## src/rtl/fsk_window_controller_pkg.sv

```systemverilog
// Shared definitions for the FSK window controller: state encoding,
// symbol values, default timing derived from the system clock, and the
// per-window symbol decision rule.
package fsk_pkg;

   localparam int CLOCK_FREQUENCY      = 50_000_000;
   localparam int DEFAULT_WINDOW_TICKS = CLOCK_FREQUENCY / 1000;     // 1 ms
   localparam int DEFAULT_GUARD_TICKS  = CLOCK_FREQUENCY / 100_000;  // 10 us
   localparam int DEFAULT_SETTLE_TICKS = 2;
   localparam int DEFAULT_MIN_COUNT    = 1000;

   localparam logic SYMBOL_F0 = 1'b0;
   localparam logic SYMBOL_F1 = 1'b1;

   typedef enum logic [2:0] {
      ST_IDLE,
      ST_CLEAR,
      ST_GUARD,
      ST_MEASURE,
      ST_SETTLE,
      ST_DECIDE
   } state_t;

   typedef struct packed {
      logic symbol;
      logic symbol_error;
   } decision_t;

   // A window is invalid when neither tone accumulated enough counts or
   // when the two counts tie; an invalid window always reports SYMBOL_F0.
   function automatic decision_t decide(input logic [31:0] f0,
                                        input logic [31:0] f1,
                                        input logic [31:0] min_count);
      decision_t d;
      d.symbol_error = ((f0 < min_count) && (f1 < min_count)) || (f0 == f1);
      if (d.symbol_error)
         d.symbol = SYMBOL_F0;
      else
         d.symbol = (f1 > f0) ? SYMBOL_F1 : SYMBOL_F0;
      return d;
   endfunction

endpackage

```

## src/rtl/fsk_window_controller_if.sv

```systemverilog
// Signal bundle between the window controller and its surroundings:
// control inputs, analyzer drive/readback, and the per-window result.
interface fsk_window_controller_if;

   logic        start;
   logic        continuous;
   logic        analyzer_enable;
   logic        analyzer_clear;
   logic [31:0] f0_value;
   logic [31:0] f1_value;
   logic [31:0] f0_latched;
   logic [31:0] f1_latched;
   logic        symbol;
   logic        symbol_error;
   logic        result_valid;
   logic        busy;
   logic [15:0] window_count;

   // Controller side
   modport master (
      input  start, continuous, f0_value, f1_value,
      output analyzer_enable, analyzer_clear, f0_latched, f1_latched,
             symbol, symbol_error, result_valid, busy, window_count
   );

   // Environment side (analyzer + consumer)
   modport slave (
      output start, continuous, f0_value, f1_value,
      input  analyzer_enable, analyzer_clear, f0_latched, f1_latched,
             symbol, symbol_error, result_valid, busy, window_count
   );

endinterface

```

## src/rtl/fsk_window_controller_window_timer.sv

```systemverilog
// Loadable 32-bit down-counter. Loading N makes done assert N cycles
// later, so a state lasting D cycles is loaded with D-1 on entry.
module window_timer (
   input  logic        clock,
   input  logic        reset,
   input  logic        load,
   input  logic [31:0] load_value,
   output logic        done
);

   logic [31:0] count_reg;

   // Count down to zero and hold there until the next load
   always_ff @(posedge clock) begin
      if (reset)
         count_reg <= 32'd0;
      else if (load)
         count_reg <= load_value;
      else if (count_reg != 32'd0)
         count_reg <= count_reg - 32'd1;
   end

   assign done = (count_reg == 32'd0);

endmodule

```

## src/rtl/fsk_window_controller.sv

```systemverilog
// Sequences a frequency analyzer through clear / guard / measure / settle
// and issues one symbol decision per window. All outputs are registered
// from the next-state value so they line up with the state they describe.
module fsk_window_controller
   import fsk_pkg::*;
#(
   parameter int WINDOW_TICKS = DEFAULT_WINDOW_TICKS,
   parameter int GUARD_TICKS  = DEFAULT_GUARD_TICKS,
   parameter int MIN_COUNT    = DEFAULT_MIN_COUNT,
   parameter int SETTLE_TICKS = DEFAULT_SETTLE_TICKS
) (
   input  logic                     clock,
   input  logic                     reset,
   fsk_window_controller_if.master  bus
);

   localparam logic [31:0] WINDOW_LOAD = 32'(WINDOW_TICKS - 1);
   localparam logic [31:0] GUARD_LOAD  = 32'(GUARD_TICKS - 1);
   localparam logic [31:0] SETTLE_LOAD = 32'(SETTLE_TICKS - 1);
   localparam logic [31:0] MIN_VALUE   = 32'(MIN_COUNT);

   state_t      state_reg;
   state_t      state_next;
   logic        timer_load;
   logic [31:0] timer_load_value;
   logic        timer_done;
   decision_t   decision_next;

   logic        analyzer_enable_reg;
   logic        analyzer_clear_reg;
   logic [31:0] f0_latched_reg;
   logic [31:0] f1_latched_reg;
   decision_t   decision_reg;
   logic        result_valid_reg;
   logic        busy_reg;
   logic [15:0] window_count_reg;

   window_timer u_timer (
      .clock      (clock),
      .reset      (reset),
      .load       (timer_load),
      .load_value (timer_load_value),
      .done       (timer_done)
   );

   // State register
   always_ff @(posedge clock) begin
      if (reset)
         state_reg <= ST_IDLE;
      else
         state_reg <= state_next;
   end

   // Next-state logic; timed states leave when the timer reaches zero
   always_comb begin
      state_next = state_reg;
      case (state_reg)
         ST_IDLE:    if (bus.start) state_next = ST_CLEAR;
         ST_CLEAR:   state_next = (GUARD_TICKS > 0) ? ST_GUARD : ST_MEASURE;
         ST_GUARD:   if (timer_done) state_next = ST_MEASURE;
         ST_MEASURE: if (timer_done) state_next = ST_SETTLE;
         ST_SETTLE:  if (timer_done) state_next = ST_DECIDE;
         ST_DECIDE:  state_next = bus.continuous ? ST_CLEAR : ST_IDLE;
         default:    state_next = ST_IDLE;
      endcase
   end

   // Reload the timer on every state entry with that state's length minus one
   always_comb begin
      timer_load       = (state_next != state_reg);
      timer_load_value = 32'd0;
      case (state_next)
         ST_GUARD:   timer_load_value = GUARD_LOAD;
         ST_MEASURE: timer_load_value = WINDOW_LOAD;
         ST_SETTLE:  timer_load_value = SETTLE_LOAD;
         default:    timer_load_value = 32'd0;
      endcase
   end

   assign decision_next = decide(bus.f0_value, bus.f1_value, MIN_VALUE);

   // Registered outputs; results are captured as SETTLE hands over to DECIDE
   always_ff @(posedge clock) begin
      if (reset) begin
         analyzer_enable_reg <= 1'b0;
         analyzer_clear_reg  <= 1'b0;
         f0_latched_reg      <= 32'd0;
         f1_latched_reg      <= 32'd0;
         decision_reg        <= '0;
         result_valid_reg    <= 1'b0;
         busy_reg            <= 1'b0;
         window_count_reg    <= 16'd0;
      end else begin
         analyzer_enable_reg <= (state_next == ST_MEASURE);
         analyzer_clear_reg  <= (state_next != ST_IDLE) && (state_next != ST_CLEAR);
         result_valid_reg    <= (state_next == ST_DECIDE);
         busy_reg            <= (state_next != ST_IDLE);
         if ((state_reg == ST_SETTLE) && (state_next == ST_DECIDE)) begin
            f0_latched_reg   <= bus.f0_value;
            f1_latched_reg   <= bus.f1_value;
            decision_reg     <= decision_next;
            window_count_reg <= window_count_reg + 16'd1;
         end
      end
   end

   assign bus.analyzer_enable = analyzer_enable_reg;
   assign bus.analyzer_clear  = analyzer_clear_reg;
   assign bus.f0_latched      = f0_latched_reg;
   assign bus.f1_latched      = f1_latched_reg;
   assign bus.symbol          = decision_reg.symbol;
   assign bus.symbol_error    = decision_reg.symbol_error;
   assign bus.result_valid    = result_valid_reg;
   assign bus.busy            = busy_reg;
   assign bus.window_count    = window_count_reg;

endmodule

```

## src/flat_wrapper.sv

```systemverilog
// flat-port wrapper written by rule: the top's interface ports become plain ports
module fsk_window_controller_flat import fsk_pkg::*;
#(
   parameter int WINDOW_TICKS = DEFAULT_WINDOW_TICKS,
   parameter int GUARD_TICKS  = DEFAULT_GUARD_TICKS,
   parameter int MIN_COUNT    = DEFAULT_MIN_COUNT,
   parameter int SETTLE_TICKS = DEFAULT_SETTLE_TICKS
)
  (clock, reset, bus_start, bus_continuous, bus_f0_value, bus_f1_value, bus_analyzer_enable, bus_analyzer_clear, bus_f0_latched, bus_f1_latched, bus_symbol, bus_symbol_error, bus_result_valid, bus_busy, bus_window_count);
  fsk_window_controller_if bus_i ();
  input  logic clock;
  input  logic reset;
  input wire logic [$bits(bus_i.start)-1:0] bus_start;
  input wire logic [$bits(bus_i.continuous)-1:0] bus_continuous;
  input wire logic [$bits(bus_i.f0_value)-1:0] bus_f0_value;
  input wire logic [$bits(bus_i.f1_value)-1:0] bus_f1_value;
  output wire logic [$bits(bus_i.analyzer_enable)-1:0] bus_analyzer_enable;
  output wire logic [$bits(bus_i.analyzer_clear)-1:0] bus_analyzer_clear;
  output wire logic [$bits(bus_i.f0_latched)-1:0] bus_f0_latched;
  output wire logic [$bits(bus_i.f1_latched)-1:0] bus_f1_latched;
  output wire logic [$bits(bus_i.symbol)-1:0] bus_symbol;
  output wire logic [$bits(bus_i.symbol_error)-1:0] bus_symbol_error;
  output wire logic [$bits(bus_i.result_valid)-1:0] bus_result_valid;
  output wire logic [$bits(bus_i.busy)-1:0] bus_busy;
  output wire logic [$bits(bus_i.window_count)-1:0] bus_window_count;
  assign bus_i.start = bus_start;
  assign bus_i.continuous = bus_continuous;
  assign bus_i.f0_value = bus_f0_value;
  assign bus_i.f1_value = bus_f1_value;
  assign bus_analyzer_enable = bus_i.analyzer_enable;
  assign bus_analyzer_clear = bus_i.analyzer_clear;
  assign bus_f0_latched = bus_i.f0_latched;
  assign bus_f1_latched = bus_i.f1_latched;
  assign bus_symbol = bus_i.symbol;
  assign bus_symbol_error = bus_i.symbol_error;
  assign bus_result_valid = bus_i.result_valid;
  assign bus_busy = bus_i.busy;
  assign bus_window_count = bus_i.window_count;
  fsk_window_controller #(.WINDOW_TICKS(WINDOW_TICKS), .GUARD_TICKS(GUARD_TICKS), .MIN_COUNT(MIN_COUNT), .SETTLE_TICKS(SETTLE_TICKS)) u_core (.clock(clock), .reset(reset), .bus(bus_i));
endmodule
```

## config.mk

```make
export PLATFORM = sky130hd
export DESIGN_NAME = fsk_window_controller_flat
export DESIGN_NICKNAME = d
export VERILOG_FILES = /design/src/rtl/fsk_window_controller_pkg.sv /design/src/rtl/fsk_window_controller_if.sv /design/src/rtl/fsk_window_controller_window_timer.sv /design/src/rtl/fsk_window_controller.sv /design/src/flat_wrapper.sv
export SDC_FILE = /design/constraint.sdc
export NUM_CORES = 1
export LEC_CHECK = 0
export CORE_UTILIZATION = 45
export DETAILED_ROUTE_END_ITERATION = 12
export PLACE_DENSITY = 0.85
export SYNTH_ARGS = -nofsm -noshare
export SYNTH_HDL_FRONTEND = slang
export SYNTH_SLANG_ARGS = --single-unit
```

## constraint.sdc

```tcl
create_clock -name clock -period 2.6 [get_ports clock]
set_input_delay 0.39 -clock clock [delete_from_list [all_inputs] [get_ports clock]]
set_output_delay 0.39 -clock clock [all_outputs]
set_load 0.05 [all_outputs]
```

# Word-level counts from Yosys, hierarchy flattened
# Index checks and enable logic that the tools add are counted.
# word_totals
wordCells	48
output_inout_bits	86
regBits	121
in_bits	68
# op_classes
n_mux	11
magnitude_cmp	3
addsub	2
reduce_logical	9
n_eq_ne	12
# ops
cell	count
$lt A32 B10 Y1 const B	2
$mux W32	2
$pmux W16 S3	1
$eq A32 B32 Y1	1
$gt A32 B32 Y1	1
$logic_not A32 Y1	1
$reduce_bool A32 Y1	1
$sub A32 B1 Y32 const B	1
$pmux W3 S6	1
$add A16 B1 Y16 const B	1
$eq A3 B2 Y1 const B	4
$eq A3 B3 Y1 const B	4
$mux W3	4
$eq A3 B1 Y1 const B	1
$logic_and A1 B1 Y1	3
$logic_not A3 Y1	1
$mux W1	3
$ne A3 B1 Y1 const B	1
$ne A3 B3 Y1	1
$reduce_bool A3 Y1	1
$reduce_bool A2 Y1	1
$logic_or A1 B1 Y1	1

# Depth between registers and ports, before layout
# logic_depth
depth_word	6
ltp_mapped	10
ltp_nobuf	8

# By module
# From an unflattened synthesis, not the netlist that was laid out.
# unflattened
cells_unflattened	748
hier_area_um2	6035.8
# modules_own_cells
mod	instances	cells_each	area_per_inst_um2
fsk_window_controller	1	538	4201.5
window_timer	1	210	1834.3

# Least setup slack after synthesis
# No wires, ideal clock.
# synth_timing
path_type	reg-to-reg
startpoint	register u_core.u_timer.count_reg[6]
endpoint	register u_core.window_count_reg[14] (netlist: u_core.bus.window_count[14])
arrival_ns	2.346
path_buffers	1
setup_time_ns	0.070
path_slack_ns	0.184
stages_incl_launch_ff	8
synth_period_minus_slack_ns	2.416
path_cell_list	dfxtp_1 > or4_4 > nor4b_4 > nand3_4 > or3_1 > buf_2 > or3_1 > a21oi_1
# synth_between
elab_chain_cells	5
elab_cells_between_ends	7
classes_between	eq/ne: 1; mux: 4; reduce/logical: 2
# synth_rtl
element	line	text
start: declaration	fsk_window_controller_window_timer.sv:11	logic [31:0] count_reg;
start signal: assignment	fsk_window_controller_window_timer.sv:18	count_reg <= load_value;
start signal: assignment	fsk_window_controller_window_timer.sv:20	count_reg <= count_reg - 32'd1;
$logic_not A32 Y1 (*)	fsk_window_controller_window_timer.sv:23	assign done = (count_reg == 32'd0);
$mux W3 (on tied branches)	fsk_window_controller.sv:62, fsk_window_controller.sv:60, fsk_window_controller.sv:61	
$pmux W3 S6 (*)	fsk_window_controller.sv:57	case (state_reg)
$eq A3 B3 Y1 (*)	fsk_window_controller.sv:98	if ((state_reg == ST_SETTLE) && (state_next == ST_DECIDE)) begin
$logic_and A1 B1 Y1 (*)	fsk_window_controller.sv:98	
end signal: assignment	fsk_window_controller.sv:102	window_count_reg <= window_count_reg + 16'd1;
end: declaration	fsk_window_controller.sv:36	logic [15:0] window_count_reg;
# Mark *: on every way between the ends. The rest lies on a longest branch, timed or not.
# A chain may end at the register's enable or synchronous reset.

# Final worst setup path
# layout_timing
startpoint	register u_core.u_timer.count_reg[7]
endpoint	register u_core.window_count_reg[14] (netlist: u_core.bus.window_count[14])
# Same word-level chain as after synthesis.

==> results.py <==
metrics = {
    "power": {
        "leakagePower_nw": 3.16,
        "power_mw": 8.44,
        "irDropWorstVdd_mv": 0.800,
        "p_per_area_mw_per_mm2": 1010,
    },
    "synth": {
        "ys_warn_count": 0,
        "syn_nets": 837,
        "synth_top_area_frac": 0.413,
        "synth-edff-count": 0,
        "postSynthCellCount": 735,
        "syn_area_mm2": 0.00587,
        "seq_area_frac_synth": 0.413,
        "synth_seq_cells": 121,
        "synth-main-ff-cell": "dfxtp_1",
        "synth.most_common_cell": "nand2_1",
        "synth_cell_type_count": 52,
        "avgSynthCellArea_um2": 7.98,
        "yosys-top-cells-area": "dfxtp_1 41%, nand2_1 10%, a21oi_1 7.6%",
        "synthArstFlopShare": 0,
        "yosysTopAreaCell": "dfxtp_1",
        "synth_common_cells": "160 x nand2_1, 121 x dfxtp_1, 89 x a21oi_1, 56 x nor2_1, 36 x inv_1",
    },
    "critical_path": {
        "arrival_ns": 2.84,
        "path_max_fanout": 7,
        "rr_endpoint": "u_core.bus.window_count[14]",
        "r2r_setup_slack_ns": 0.11,
        "setup.worst_path.start_class": "register",
        "rr_worst_depth": 7,
        "path_class": "reg -> reg",
        "timing.rr.start": "u_core.u_timer.count_reg[7]",
        "required_ns": 2.95,
        "end_kind": "register",
    },
    "route": {
        "drt-pass1-iter-count": 5,
        "drc_errors": 0,
        "vias_per_cell": 5.32,
        "vias": 5783,
        "routed_wl_mm": 16.5,
        "detail-route-antenna-nets": 0,
        "wire_per_inst_um": 15.2,
        "drt_iter0_drc": 413,
    },
    "job": {
        "max_cap_viol_count": 0,
    },
    "die": {
        "design.die.area_mm2": 0.0135,
        "rows": 41,
        "die_x_um": 116,
        "initial_core_util": 0.463,
        "fp.coreArea_mm2": 0.0127,
        "die_y_um": 116,
        "io_pins": 154,
    },
    "cts": {
        "cts_tree": "yes",
        "clock_latency_ns": 0.42,
        "cts_sinks": 121,
        "clkSlewWorstSetupHoldPaths_ns": 0.05,
        "htreeDepth": 4,
        "cts_root_buffer": "clkbuf_16",
        "cts_max_path_buffers": 2,
        "cts_made_buffers": 17,
    },
    "sta": {
        "hold_ws_ns": 0.452,
        "fin_ws_ns": 0.113,
        "finalCritPeriodShare": 0.956,
        "slew_violations": 0,
        "tightest_slew_ns": 0.678,
        "timing.fmax_mhz": 402,
        "finalHoldViolCount": 0,
        "finalCriticalPeriod_ns": 2.49,
        "max_slew_margin": 0.548,
        "fin_skew_ns": 0.0106,
        "setup-violations-final": 0,
    },
    "place": {
        "hpwl_mm": 11.6,
        "placedCellCount": 1051,
        "gp_congestion": 0.855,
        "portBuffers": 153,
        "pre_cts_ws_ns": 0.0826,
    },
    "worst_hold_path": {
        "worstHoldStart": "u_core.bus.f1_latched[21]",
        "hold-path-endpoint": "u_core.bus.f1_latched[21]",
        "min_path_type": "reg -> reg",
        "worstHoldPathCells": 2,
    },
    "global_route": {
        "grt_pass1_wl_mm": 26.3,
        "antenna_found_initial": 0,
        "grt_pass1_vias": 5406,
        "grt_max_degree": 62,
        "groute.usage.overall": 0.252,
        "overflow": 0,
    },
    "finish": {
        "multiInputGateArea_mm2": 0.00319,
        "fillers": 1031,
        "ff_latch_area_mm2": 0.00242,
        "layout-drive-gt1-share": 0.0842,
        "diodes": 0,
        "instances_no_fill": 1087,
        "area_growth_pct": 43.0,
        "nNetsFinal": 1005,
    },
    "run_status": {
        "status": "finished, final reports clean",
    },
}
## critical path: stages, from the launching register on
cell     delay [ns]
dfxtp_1        0.33
or4_4          0.56
nor4b_4        0.28
buf_4          0.19
nand3_4        0.07
or3_1          0.49
or3_1          0.35
a21oi_1        0.14
## per-stage QoR
step	setup TNS [ns]	utilization	cell area, um2
2_1_floorplan	0	-	5870
3_3_place_gp	0	0.609	7710
3_5_place_dp	0	0.609	7710
4_1_cts	0	0.657	8330
5_1_grt	-0.0129	0.662	8390
6_report	0	0.662	8390
## power by group
part | switching (mW) | internal (mW) | leakage, nW
Clock | 0.828 | 1.63 | 0.300
Sequential | 0.261 | 2.10 | 0.978
Combinational | 2.05 | 1.57 | 1.88
Total | 3.14 | 5.30 | 3.16
## placed cells by master, fill, tap and decap left out, drive strengths merged, types with 7 or more instances in the layout
cell type	synthesis	final
a21oi	89	89
nand3	14	14
nand2	160	160
nor3	13	13
o21ai	17	17
xnor2	18	18
nor2	56	56
clkdlybuf4s50	0	152
xor2	21	21
ha	34	34
or3	8	8
inv	36	36
and3	7	7
buf	6	33
dfxtp	121	121
clkbuf	30	25
nand4	17	17
nor4	22	22
## repair_timing
action                                  CTS  global route
hold buffers                              0             0
endpoints found under the setup margin    0            29
gates resized for setup                   0             4
setup buffers                             0             5
## how the worst max path moves through the flow
stage,start,depth (start not counted),slack [ns],to
floorplan,u_core.u_timer.count_reg[6],7,0.18,u_core.bus.window_count[14]
global placement,bus_f0_value[25],9,0.13,u_core.bus.symbol
detailed placement,u_core.u_timer.count_reg[7],7,0.08,u_core.u_timer.count_reg[0]
CTS,u_core.u_timer.count_reg[0],9,0.04,u_core.bus.window_count[15]
global route,u_core.u_timer.count_reg[0],9,-0.01,u_core.u_timer.count_reg[24]
finish,u_core.u_timer.count_reg[7],7,0.11,u_core.bus.window_count[14]
## cells by family after synthesis
kind of cell | share of synthesized area
xor gates and xnor gates | 0.0582
AOI/OAI and AO/OA | 0.131
and+or+nand+nor | 0.276
buffers and inverters | 0.0473
DFF | 0.413
muxes | 0.00171
adders and majority gates | 0.0725
## area by class of cell
type / instances / share of cell area
inverters: 36 / 0.0161
well taps: 172 / 0.0257
flip-flops and latches: 121 / 0.289
repair buffers: 185 / 0.215
clock buffers: 25 / 0.0603
multi-input cells: 542 / 0.381
clock inverters: 6 / 0.0133
## layer usage
metal  share of wire  global-route usage  up-vias  routed length (um)
li1                -                   -     2858                   -
met1            0.41               0.293     2706                6760
met2            0.50               0.431      193                8230
met3           0.076              0.0835       26                1250
met4           0.014              0.0889        0                 232
met5               0                   0        -                   0
Power figures use the tool's default switching activity.
